### config.mk
export PLATFORM = sky130hd
export DESIGN_NAME = pc_sequencer
export DESIGN_NICKNAME = d
export VERILOG_FILES = /design/src/rtl/cpu_pkg.sv /design/src/rtl/redirect_buffer.sv /design/src/rtl/pc_sequencer.sv
export SDC_FILE = /design/constraint.sdc
export NUM_CORES = 1
export LEC_CHECK = 0
export BUFFER_PORTS_ARGS = -buffer_cell sky130_fd_sc_hd__buf_2
export CAP_MARGIN = 0
export CORE_UTILIZATION = 40
export DETAILED_ROUTE_END_ITERATION = 8
export HOLD_SLACK_MARGIN = 0.12
export PLACE_DENSITY = 0.75
export SLEW_MARGIN = 20
export SYNTH_ARGS = -nofsm -noshare
export SYNTH_HDL_FRONTEND = slang
export SYNTH_SLANG_ARGS = --single-unit
### constraint.sdc
create_clock -name clk -period 2.4 [get_ports clk]
set_input_delay 0.12 -clock clk [delete_from_list [all_inputs] [get_ports clk]]
set_output_delay 0.12 -clock clk [all_outputs]
set_load 0.01 [all_outputs]
### src/rtl/cpu_pkg.sv
// Shared types and constants for the instruction fetch front end.
package cpu_pkg;

  typedef enum logic [1:0] {
    BOOT = 2'd0,
    RUN  = 2'd1,
    HALT = 2'd2
  } seq_state_e;

  localparam int PC_W              = 32;
  localparam int MEM_WORDS_DEFAULT = 8192;

endpackage

### src/rtl/redirect_buffer.sv
// One-deep redirect target holder; a load in the same cycle as a pop keeps the
// entry occupied with the newer target.
module redirect_buffer #(
  parameter int W = 13
) (
  input  logic         clk,
  input  logic         clr,
  input  logic         load,
  input  logic         pop,
  input  logic [W-1:0] target_in,
  output logic         valid,
  output logic [W-1:0] target
);

  always_ff @(posedge clk or posedge clr) begin
    if (clr) begin
      valid  <= 1'b0;
      target <= '0;
    end else if (load) begin
      valid  <= 1'b1;
      target <= target_in;
    end else if (pop) begin
      valid  <= 1'b0;
    end
  end

endmodule

### src/rtl/pc_sequencer.sv
// Next-PC generator: boot delay, linear word sequencing, redirects with a
// one-deep buffer for redirects arriving under stall or halt, and debug halt.
module pc_sequencer
  import cpu_pkg::*;
#(
  parameter int MEM_WORDS   = MEM_WORDS_DEFAULT,
  parameter int RESET_PC    = 0,
  parameter int BOOT_PULSES = 2
) (
  input  logic            clk,
  input  logic            clr,
  input  logic            pulse_en,
  input  logic            stall,
  input  logic            redirect_valid,
  input  logic [PC_W-1:0] redirect_target,
  input  logic            halt_req,
  input  logic            resume,
  output logic [PC_W-1:0] pcNext,
  output logic            fetch_stall,
  output logic            flush,
  output logic            redirect_pending,
  output logic            halted
);

  localparam int AW = $clog2(MEM_WORDS);
  localparam int CW = $clog2(BOOT_PULSES + 1);

  seq_state_e    state;
  logic [CW-1:0] boot_cnt;
  logic [AW-1:0] pc;
  logic          buf_valid;
  logic [AW-1:0] buf_target;
  logic          buf_load;
  logic          buf_pop;
  logic          advance;
  logic          unused_target_hi;

  // Targets are taken modulo the memory depth, so the high bits are dropped.
  assign unused_target_hi = ^redirect_target[PC_W-1:AW];

  assign advance = pulse_en && !stall && (state == RUN);
  assign buf_pop = advance && buf_valid;
  // A redirect is parked when it cannot be applied directly this edge:
  // stalled, halted, or queued behind an already pending target.
  assign buf_load = pulse_en && redirect_valid &&
                    (((state == RUN) && (stall || buf_valid)) || (state == HALT));

  redirect_buffer #(.W(AW)) u_redirect_buffer (
    .clk       (clk),
    .clr       (clr),
    .load      (buf_load),
    .pop       (buf_pop),
    .target_in (redirect_target[AW-1:0]),
    .valid     (buf_valid),
    .target    (buf_target)
  );

  always_ff @(posedge clk or posedge clr) begin
    if (clr) begin
      state    <= BOOT;
      boot_cnt <= '0;
      pc       <= AW'(RESET_PC);
      flush    <= 1'b0;
      halted   <= 1'b0;
    end else begin
      flush <= 1'b0;
      if (pulse_en) begin
        case (state)
          BOOT: begin
            boot_cnt <= boot_cnt + CW'(1);
            if (boot_cnt == CW'(BOOT_PULSES - 1)) begin
              state <= RUN;
            end
          end
          RUN: begin
            if (!stall) begin
              if (buf_valid) begin
                pc    <= buf_target;
                flush <= 1'b1;
              end else if (redirect_valid) begin
                pc    <= redirect_target[AW-1:0];
                flush <= 1'b1;
              end else begin
                pc <= pc + AW'(1);
              end
            end
            if (halt_req) begin
              state  <= HALT;
              halted <= 1'b1;
            end
          end
          HALT: begin
            if (resume && !halt_req) begin
              state  <= RUN;
              halted <= 1'b0;
            end
          end
          default: state <= BOOT;
        endcase
      end
    end
  end

  assign pcNext           = {{(PC_W - AW){1'b0}}, pc};
  assign redirect_pending = buf_valid;
  assign fetch_stall      = stall || (state != RUN);

endmodule

# --- Word level (Yosys, flattened, before mapping) ---
# Cells that the tools add are included.
# W data, S select, Z words.
totals:
  regBits: 33
  in_bits: 39
  out_inout_bits: 36
  wordCells: 52
classes:
  add_sub_neg: 2
  eq_ne: 7
  muxes: 16
  n_bitwise: 1
  n_reduce_logical: 19
op_table:
  columns: ["op", "n"]
  rows:
  - ["$mux W13", 2]
  - ["$add A13 B1 Y13 const B", 1]
  - ["$mux W1", 9]
  - ["$reduce_and A4 Y1", 2]
  - ["$logic_and A1 B1 Y1", 7]
  - ["$mux W2", 3]
  - ["$pmux W2 S3", 1]
  - ["$eq A2 B1 Y1 const B", 2]
  - ["$ne A2 B1 Y1 const B", 2]
  - ["$ne A2 B2 Y1 const B", 2]
  - ["$reduce_bool A2 Y1", 2]
  - ["$logic_or A1 B1 Y1", 3]
  - ["$reduce_and A3 Y1", 1]
  - ["$add A2 B1 Y2 const B", 1]
  - ["$eq A2 B2 Y1 const B", 1]
  - ["$logic_not A1 Y1", 2]
  - ["$logic_not A2 Y1", 1]
  - ["$pmux W1 S2", 1]
  - ["$reduce_and A2 Y1", 1]
  - ["$not A1 Y1", 1]

# --- Longest topological paths before layout ---
depth:
  ltp_word: 6
  depth_mapped: 6
  ltp_nobuf: 5

# --- Hierarchy ---
# Synthesis repeated with hierarchy kept, for this count alone.
unflattened:
  hier_cells: 211
  area_unflattened_um2: 2009.4
modules_own_cells:
  columns: ["module", "instances", "cells_per_inst", "area_each_um2", "seq_area_each_um2"]
  rows:
  - ["pc_sequencer", 1, 180, 1485.2, 475.5]
  - ["redirect_buffer", 1, 31, 524.3, 350.3]

# --- Worst setup path after synthesis ---
# No wires, ideal clock.
synth_path:
  path_kind: "register -> register"
  from: "register pc[0]"
  to: "register pc[12]"
  setup_ns: 0.135
  arrival_ns: 1.555
  t_required_ns: 2.265
  setup_slack_ns: 0.710
  path_stages_with_launch: 6
  n_path_buf: 0
  period_less_slack_ns: 1.690
  path_cell_list: "dfrtp_1 -> ha_1 -> nand3_2 -> or4_4 -> o21ai_0 -> a2bb2oi_1"
synth_via:
  elab_chain_len: 3
synth_lines:
  columns: ["element", "line_no", "source"]
  rows:
  - ["start: declaration", "pc_sequencer.sv:30", "logic [AW-1:0] pc;"]
  - ["start signal: assignment", "pc_sequencer.sv:62", "pc <= AW'(RESET_PC);"]
  - ["start signal: assignment", "pc_sequencer.sv:78", "pc <= buf_target;"]
  - ["start signal: assignment", "pc_sequencer.sv:81", "pc <= redirect_target[AW-1:0];"]
  - ["$add A13 B1 Y13", "pc_sequencer.sv:84", "pc <= pc + AW'(1);"]
  - ["$mux W13", "pc_sequencer.sv:80", "end else if (redirect_valid) begin"]
  - ["$mux W13", "pc_sequencer.sv:77", "if (buf_valid) begin"]
# Every way passes these cells.
# A chain may end at the register's enable or synchronous reset.

# --- Worst setup path after layout ---
layout_path:
  from: "register state[1]"
  to: "register pc[8]"
layout_via:
  elab_chain_len: 2
layout_lines:
  columns: ["element", "line_no", "source"]
  rows:
  - ["start: declaration", "pc_sequencer.sv:28", "seq_state_e state;"]
  - ["start signal: assignment", "pc_sequencer.sv:60", "state <= BOOT;"]
  - ["start signal: assignment", "pc_sequencer.sv:72", "state <= RUN;"]
  - ["start signal: assignment", "pc_sequencer.sv:88", "state <= HALT;"]
  - ["$eq A2 B1 Y1", "pc_sequencer.sv:68", "case (state)"]
  - ["$reduce_and A3 Y1 (no source line)", null, null]
  - ["end signal: assignment", "pc_sequencer.sv:78", null]
  - ["end signal: assignment", "pc_sequencer.sv:81", null]
  - ["end signal: assignment", "pc_sequencer.sv:84", null]
# Every way passes these cells.

==> results.tsv <==
metric	value	unit
drc	0	
fin_nets	300	
dpl.hpwl	3000	µm
design_area	2390	µm²
gp_congestion	0.835	
pwr-share-comb	0.407	
holdPathStages	3	
yosysWarnings	0	
seqPwrFrac	0.428	
layout_common_cells	buf_2 (36), dfrtp_1 (33), conb_1 (19), a21oi_1 (18), o21ai_0 (17)	
clock-skew-final	2.18	ps
synth_cell_types	44	
core	4750	µm²
clk-insertion-delay-late	280	ps
switching_share	0.387	
drt-initial-drc-count	117	
fp.dieH	72.6	µm
cp.required	2550	ps
wl_per_cell	13.2	µm
worst_hold_path_type	input pin to flop	
drtPass1Iterations	4	
die-area	5280	µm²
htreeDepth	2	
rsz0062_at_grt	false	
cts_made_buffers	5	
syn_area	2000	µm²
drv_cap	0	
cts.repair.resized	0	
grt_max_degree	34	
finalWorstSetupSlack	355	ps
slew_violations	0	
relSlewSlack	0.610	
fp.dieW	72.6	µm
grt_overflow_total	0	
cts_tree	done	
final.min_clock_period	2050	ps
worst_slew_pin_slew	583	ps
r2r_cells	4	
antenna_left	0	
peakVddDrop	0.413	mV
ys.flop_type	dfrtp_1	
setup_viol	0	
post_dp_cell_area	2160	µm²
drive_above_1_share	0.263	
hold_viol	0	
power.internal	0.00157	W
clock-sinks	33	
yosysSeqAreaShare	0.414	
status	finished clean	
startpoint_type	flop	
finalSetupTns	0	ps
timing.hold.ws	128	ps
worstSetupEndpointType	flop	
layout_commonest_cell	buf_2	
fp-row-count	25	
synth_edf_count	0	
wl	4310	µm
grt_pass1_vias	1587	
antenna_found_initial	0	
port_buffers	36	
period_share	0.852	
async_flop_share	1.00	
grt_pass1_wl	7390	µm
fmax	0.489	GHz
synthCells	210	
critPathKind	flop to flop	
p_leak	1.09	nW
critPathArrivalTime	2200	ps
clockPowerShare	0.165	
clockRootBuffer	clkbuf_8	
power_density	1070	nW/µm²
crit_path_max_fanout	14	
area_growth	19.6	%
io_pins	75	
ys_ff_latch	33	
via_count	1684	
synth.avg_cell_area	9.50	µm²
clockBufferDepth	2	
post_cts_buffers	0	
p_sw	0.000990	W
grt_usage	0.183	
viasPerCell	5.17	
num-fill-cells	485	
fin_util	0.502	
place_ws	425	ps
diodes	0	
path_clk_slew	60	ps
start_util	0.420	
regToRegSetupSlack	350	ps
==> path summary, 6_finish.rpt <==
path	to	from
min in group asynchronous	halted	clr
max	pc[8]	state[1]
min	halted	halt_req
min reg2reg	boot_cnt[0]	boot_cnt[0]
max reg2reg	pc[8]	state[1]
max in group asynchronous	u_redirect_buffer.target[8]	clr
==> routing by layer <==
metal | global-route usage | share of wire
met1 | 0.238 | 0.46
met2 | 0.300 | 0.48
met3 | 0.0456 | 0.046
met4 | 0.0588 | 0.016
met5 | 0 | 0
==> power groups by stage <==
stage                     clock network (W)  registers (W)  logic, W
after floorplan                           0        0.00108  0.000747
after global placement                    0        0.00109  0.000992
after detailed placement                  0        0.00110   0.00103
after CTS                          0.000428        0.00109   0.00105
after global routing               0.000460        0.00116   0.00115
final                              0.000421        0.00109   0.00104
==> area by class of cell <==
class	instances	area [µm²]	share of cell area
inverters	6	22.5	0.00943
flip-flops and latches	33	826	0.346
well taps	67	83.8	0.0351
repair buffers	54	350	0.147
clock buffers	7	86.3	0.0362
multi-input cells	159	1020	0.427
==> Yosys cell counts, types with 4 or more instances <==
cell,instances,area share
a21oi_1,18,0.045
and3_1,6,0.019
buf_2,4,0.010
buf_4,21,0.079
clkbuf_1,5,0.0094
dfrtp_1,33,0.41
inv_1,5,0.0094
mux2_2,14,0.079
nand2_1,10,0.019
nor2_1,13,0.024
nor2b_1,4,0.013
nor3_1,6,0.015
o21ai_0,17,0.043
o41ai_1,4,0.018
==> per-stage QoR <==
step | instances | power [W]
5_1_grt | 326 | 0.00277
6_report | 326 | 0.00256
2_1_floorplan | 228 | 0.00182
3_3_place_gp | 305 | 0.00208
3_5_place_dp | 305 | 0.00213
4_1_cts | 326 | 0.00257
==> flip-flops by register name (all words and copies together) (netlist names) <==
signal / cells
pc: 13
u_redirect_buffer.target: 13
boot_cnt: 2
state: 2
flush: 1
halted: 1
u_redirect_buffer.valid: 1
==> timing repair <==
action                                  in CTS  in global routing
hold buffers                                14                  0
endpoints found under the setup margin       0                  0
endpoints found under the hold margin       46                  0
==> cell families (layout without fill, tap and decap cells) <==
kind of cell / after synthesis / after routing / share of synthesized area
AOI/OAI and AO/OA: 56 / 56 / 0.177
xor gates and xnor gates: 4 / 4 / 0.0176
adders and majority gates: 2 / 2 / 0.0125
buffers and inverters: 36 / 67 / 0.110
DFF: 33 / 33 / 0.414
muxes: 17 / 17 / 0.0940
other: 1 / 19 / 0.00188
and+or+nand+nor: 61 / 61 / 0.174
==> critical path, stage by stage, from the launching register on <==
cell	delay [ps]
dfrtp_1	460
nor2b_1	250
nand3b_1	460
buf_4	340
o41ai_1	400
No activity file was read; power rests on OpenSTA's default activity.
